`src/rtl/q88_square_seq.sv`:
```
// Sequential shift-add squarer returning the integer part of an unsigned fixed-point square.
// Optional build macro: SQUARE_ROUND_EN (round half up before the final shift; truncate otherwise).
module q88_square_seq #(
    parameter int WIDTH          = 16,
    parameter int FRAC           = 8,
    parameter int BITS_PER_CYCLE = 1
) (
    input  logic             clk,
    input  logic             rst_n,
    input  logic             in_valid,
    output logic             in_ready,
    input  logic [WIDTH-1:0] in_data,
    output logic             out_valid,
    input  logic             out_ready,
    output logic [WIDTH-1:0] out_data
);

    localparam int STEPS = WIDTH / BITS_PER_CYCLE;
    localparam int CW    = $clog2(STEPS + 1);
    localparam int AW    = 2 * WIDTH + 1;

    typedef enum logic [1:0] {IDLE, CALC, DONE} state_t;

    state_t           state, state_nx;
    logic [WIDTH-1:0] mplier;
    logic [AW-1:0]    mcand;
    logic [AW-1:0]    acc, acc_nx, rounded, shifted;
    logic [CW-1:0]    count;
    logic             last_step;
    logic [WIDTH-1:0] result;

    assign in_ready  = (state == IDLE);
    assign out_valid = (state == DONE);
    assign last_step = (count == CW'(STEPS - 1));

    // NOTE: combinational blocks use blocking assignments and give every output a default first,
    // so the partial-sum chain reads each updated value and no latch can be inferred.
    always_comb begin
        acc_nx = acc;
        for (int j = 0; j < BITS_PER_CYCLE; j++) begin
            if (mplier[j]) acc_nx = acc_nx + (mcand << j);
        end
    end

`ifdef SQUARE_ROUND_EN
    // Half of one result LSB; the shift pair collapses to zero when FRAC is zero.
    localparam logic [AW-1:0] ROUND_ADD = (AW'(1) << (2 * FRAC)) >> 1;
    assign rounded = acc_nx + ROUND_ADD;
`else
    assign rounded = acc_nx;
`endif

    assign shifted = rounded >> (2 * FRAC);

    always_comb begin
        result = shifted[WIDTH-1:0];
        if (|shifted[AW-1:WIDTH]) result = '1;
    end

    always_comb begin
        state_nx = state;
        case (state)
            IDLE:    if (in_valid) state_nx = CALC;
            CALC:    if (last_step) state_nx = DONE;
            DONE:    if (out_ready) state_nx = IDLE;
            default: state_nx = IDLE;
        endcase
    end

    // NOTE: clocked state uses non-blocking assignments so every register samples pre-edge values.
    always_ff @(posedge clk or negedge rst_n) begin
        if (!rst_n) state <= IDLE;
        else        state <= state_nx;
    end

    always_ff @(posedge clk or negedge rst_n) begin
        if (!rst_n) begin
            mplier   <= '0;
            mcand    <= '0;
            acc      <= '0;
            count    <= '0;
            out_data <= '0;
        end else begin
            case (state)
                IDLE: begin
                    if (in_valid) begin
                        mplier <= in_data;
                        mcand  <= AW'(in_data);
                        acc    <= '0;
                        count  <= '0;
                    end
                end
                CALC: begin
                    acc    <= acc_nx;
                    mcand  <= mcand << BITS_PER_CYCLE;
                    mplier <= mplier >> BITS_PER_CYCLE;
                    count  <= count + CW'(1);
                    if (last_step) out_data <= result;
                end
                default: ;
            endcase
        end
    end

endmodule

```
`config.mk`:
```
export PLATFORM = sky130hd
export DESIGN_NAME = q88_square_seq
export DESIGN_NICKNAME = d
export VERILOG_FILES = /design/src/rtl/q88_square_seq.sv
export SDC_FILE = /design/constraint.sdc
export NUM_CORES = 1
export LEC_CHECK = 0
export BUFFER_PORTS_ARGS = -buffer_cell sky130_fd_sc_hd__buf_2
export CAP_MARGIN = 20
export CORE_MARGIN = 2
export CORE_UTILIZATION = 60
export DETAILED_ROUTE_END_ITERATION = 8
export PLACE_DENSITY = 0.79
export SLEW_MARGIN = 20
export SYNTH_ARGS = -nofsm -noshare
export SYNTH_HDL_FRONTEND = slang
export SYNTH_SLANG_ARGS = --single-unit
```
`constraint.sdc`:
```
create_clock -name clk -period 3.96 [get_ports clk]
set_input_delay 0.396 -clock clk [delete_from_list [all_inputs] [get_ports clk]]
set_output_delay 0.396 -clock clk [all_outputs]
set_load 0.01 [all_outputs]
```
-- Word level (Yosys, flattened, before mapping)
Cells that the tools add are included.
- register bits after elaboration: 105
- output and inout port bits: 18
- muxes and demuxes: 14
- eq/ne operators: 7
- $add $sub $neg: 2
- reduce and logical (&&, ||, !) cells: 6
- operators with widths (kind ; count):
    $pmux W33 S2 ; 2
    $mux W33 ; 3
    $add A33 B33 Y33 ; 1
    $mux W16 ; 2
    $pmux W16 S2 ; 1
    $pmux W5 S2 ; 1
    $mux W2 ; 3
    $ne A2 B2 Y1 const B ; 3
    $pmux W2 S3 ; 1
    $reduce_and A3 Y1 ; 2
    $add A5 B1 Y5 const B ; 1
    $eq A5 B4 Y1 const B ; 1
    $mux W5 ; 1
    $reduce_and A2 Y1 ; 2
    $eq A2 B1 Y1 const B ; 1
    $eq A2 B2 Y1 const B ; 1
    $logic_not A2 Y1 ; 1
    $ne A2 B1 Y1 const B ; 1
    $reduce_bool A2 Y1 ; 1

-- Longest topological paths before layout
- depth in word-level cells: 3
- depth in mapped cells: 13

-- Worst setup path after synthesis
OpenSTA, ideal clock, no wires.
- path type: reg2reg
- start: reg mcand[3]
- end: reg out_data[15]
- path slack: 1.121 ns
- data required time: 3.878 ns
- cell stages (with the launch flop): 11
- arrival: 2.758 ns
- clock period less this slack: 2.839 ns
- buffers on the path: 0
- cell sequence: dfrtp_1 ha_1 and2_4 a221oi_2 a2111o_1 a21oi_2 o41ai_4 o21ai_2 a211oi_2 mux2_2 a31oi_1
- cells in the longest elaborated chain, start to end: 3
- RTL lines (what ; RTL line ; RTL):
    start, declared ; 26 ; logic [AW-1:0] mcand;
    start signal, assigned ; 88 ; mcand <= AW'(in_data);
    start signal, assigned ; 95 ; mcand <= mcand << BITS_PER_CYCLE;
    $add A33 B33 Y33 ; 41 ; if (mplier[j]) acc_nx = acc_nx + (mcand << j);
    $mux W33 ; 41 ;
    $mux W16 ; 57 ; if (|shifted[AW-1:WIDTH]) result = '1;
    end signal, assigned ; 98 ; if (last_step) out_data <= result;
    end, declared ; 15 ; output logic [WIDTH-1:0] out_data
No other way between the ends. The select of a mux whose other input is x is not followed.
A chain may end at the register's enable or synchronous reset.

-- Worst setup path after layout
- start: reg mcand[0]
- end: reg out_data[6]
The elaborated chain is that of the path after synthesis.

==> results.py <==
metrics = {
    "run_status": {
        "status": "complete, no violations",
    },
    "global_routing": {
        "antenna_found_initial": 0,
        "grt_max_degree": 94,
        "overflow": 0,
        "grt.total_usage": 0.267,
        "grt_pass1_wl_um": 23100,
        "grt_pass1_vias": 4710,
    },
    "floorplan": {
        "die_area_um2": 10700,
        "dieHeight_um": 104,
        "die-width_um": 104,
        "core-area_um2": 9680,
        "ios": 38,
        "rows": 36,
        "start_util": 0.614,
    },
    "yosys": {
        "syn-num-nets": 688,
        "ys_warn_count": 0,
        "syn_avg_cell_area_um2": 9.39,
        "async_reset_ff_frac": 1.00,
        "synth_area_um2": 5950,
        "synth-edff-count": 0,
        "synth_common_cells": "dfrtp_1 (105), nand2_1 (78), o21ai_0 (72)",
        "ys_top_cells_by_area": "dfrtp_1 (44%), ha_1 (7.2%), o21ai_0 (6.1%), a21oi_1 (5.9%), nand2_1 (4.9%)",
        "synth_top_area_frac": 0.442,
        "synthCells": 633,
        "synthFlopType": "dfrtp_1",
        "ys_seq_elements": 105,
        "synth.most_common_cell": "dfrtp_1",
        "yosysSeqAreaShare": 0.442,
        "synth_top_cell_by_area": "dfrtp_1",
        "synth_cell_types": 60,
    },
    "setup_path": {
        "worstSetupPathType": "flip-flop to flip-flop",
        "cp_common_cell": "a21oi_1",
        "rrSetupSlack_ns": 0.62,
        "cp_top_family": "compound AO/OA/AOI/OAI gates",
        "r2r-end": "out_data[6]",
        "rr_worst_depth": 12,
        "r2r-start": "mcand[0]",
        "cp.required_ns": 4.22,
        "startpoint_type": "flip-flop",
        "critPathMaxStageDelay_ns": 0.53,
        "critPathBufInv": 1,
        "worstSetupEndpointType": "flip-flop",
        "crit_fanout": 15,
        "worstPathCellList": "ha_1 > inv_1 > fa_1 > nand2b_1 > a21oi_1 > o21ai_1 > a21o_2 > a21oi_2 > o41a_1 > and3_4 > mux2i_4 > a21oi_1",
        "worstPathArrival_ns": 3.60,
        "cp_slowest_cell": "mux2i_4",
    },
    "timing": {
        "worst_pin_slew_ns": 0.861,
        "hold_violations": 0,
        "fin_skew_ns": 0.0102,
        "period_share": 0.843,
        "setup_violations": 0,
        "min_period_ns": 3.34,
        "setup_tns_ns": 0,
        "max_slew_margin": 0.426,
        "rsz0062_at_grt": "false",
        "slew_viol_final": 0,
        "fmax_mhz": 299,
    },
    "power_and_ir_drop": {
        "combPwrFrac": 0.505,
        "max-vdd-ir-drop_mv": 0.355,
        "switching_share": 0.435,
        "p_int_w": 0.00290,
        "power.switching_w": 0.00223,
        "p_leak_nw": 3.03,
        "pwr-share-clk": 0.136,
        "seqPwrFrac": 0.359,
        "powerDensity_nw_per_um2": 794,
    },
    "drt": {
        "drt_iter0_drc": 322,
        "via_per_inst": 6.04,
        "drtAntennaViolNets": 0,
        "wl_um": 13400,
        "drt_first_pass_iters": 6,
        "wire_per_inst_um": 16.8,
        "drc_errors": 0,
        "vias": 4821,
    },
    "clocking": {
        "cts_setup_buffers": 0,
        "cts_resized": 0,
        "cts_sinks": 105,
        "root_buffer": "clkbuf_8",
        "htree_levels": 3,
        "cts_buffer_depth": 2,
        "numCtsBuffers": 9,
        "path_clk_slew_ns": 0.10,
        "cts_tree": "yes",
        "clkLatencyLatePin_ns": 0.40,
        "cts_hold_buf": 0,
    },
    "finish": {
        "nNetsFinal": 715,
        "multi_input_area_um2": 3170,
        "final_cells": 798,
        "register_area_um2": 2630,
        "n_fill_cell": 791,
        "syn_to_final_growth_pct": 8.78,
        "drive_gt1_frac": 0.119,
        "n_antenna_cell": 0,
    },
    "min_path": {
        "hold_path.class": "primary input to asynchronous set/reset pin",
    },
    "placement": {
        "io_buffers": 37,
        "dp.cells": 782,
        "dp_hpwl_um": 9350,
        "place.gp.congestion": 0.961,
    },
    "flow_run": {
        "max-cap-violations": 0,
    },
}
-- cell families after synthesis --
family / share of synthesized area
buf+inv: 0.0286
mux: 0.0276
fa+ha+maj: 0.0749
xor+xnor: 0.0354
compound gates: 0.259
flops: 0.442
simple gates: 0.132
-- power by group through the flow --
stage / registers, W / clock network [W] / logic (W)
after floorplan: 0.00180 / 0 / 0.00193
after global placement: 0.00184 / 0 / 0.00245
after detailed placement: 0.00186 / 0 / 0.00255
after CTS: 0.00184 / 0.000704 / 0.00258
after global routing: 0.00191 / 0.000743 / 0.00291
final: 0.00184 / 0.000698 / 0.00259
-- placed cells by master (no fill, tap or decap), types with 7 or more instances in the layout --
master	count
nand3_1	7
nor2b_1	18
inv_1	13
dfrtp_1	105
o21ai_0	71
buf_2	36
mux2i_1	13
nand4_1	7
nand2_1	78
a21o_1	20
xnor2_1	15
ha_1	34
nor2_1	38
buf_4	9
a31oi_1	7
a22o_1	26
xor2_1	9
clkbuf_8	11
a21oi_1	70
-- worst register-to-register path: cells and delay by family, from the launching register on --
family / cells / cell delay, ns
AOI/OAI and AO/OA: 6 / 1.25
and+or+nand+nor: 2 / 0.41
DFF: 1 / 0.39
muxes: 1 / 0.53
buffers and inverters: 1 / 0.06
adders and majority gates: 2 / 0.56
-- final cells by class --
cell class,instances,share of cell area
Tap cell,133,0.0257
Multi-Input combinational cell,485,0.490
Clock buffer,12,0.0240
Timing Repair Buffer,45,0.0383
Inverter,14,0.00813
Sequential cell,105,0.406
Clock inverter,4,0.00793
-- worst max path at each step --
stage	cells past startpoint	slack, ns	to	start
after global placement	12	0.76	out_data[15]	mcand[0]
final	12	0.62	out_data[6]	mcand[0]
after detailed placement	12	0.68	out_data[15]	mcand[0]
after floorplan	10	1.12	out_data[15]	mcand[3]
after global routing	12	0.32	out_data[15]	mcand[0]
after CTS	12	0.64	out_data[6]	mcand[0]
-- flip-flops by register name (all words and copies together) (netlist names) --
name,count
out_data,16
mcand,33
state,2
count,5
acc,33
mplier,16
-- through the flow --
step,instance area [um^2],util,hold WS (ns),total power [W],setup slack [ns]
after floorplan,5950,-,0.100,0.00373,1.12
after global placement,6260,0.647,0.462,0.00429,0.763
after detailed placement,6260,0.647,0.472,0.00441,0.681
after CTS,6470,0.668,0.0798,0.00513,0.640
after global routing,6470,0.668,0.113,0.00556,0.325
final,6470,0.668,0.0511,0.00514,0.620
-- routing by layer --
| layer | global-route usage | part of all wire |
|---|---|---|
| met5 | 0 | 0 |
| met4 | 0.0801 | 0.013 |
| met3 | 0.0535 | 0.044 |
| met2 | 0.437 | 0.48 |
| met1 | 0.363 | 0.46 |
Power figures use the tool's default switching activity.
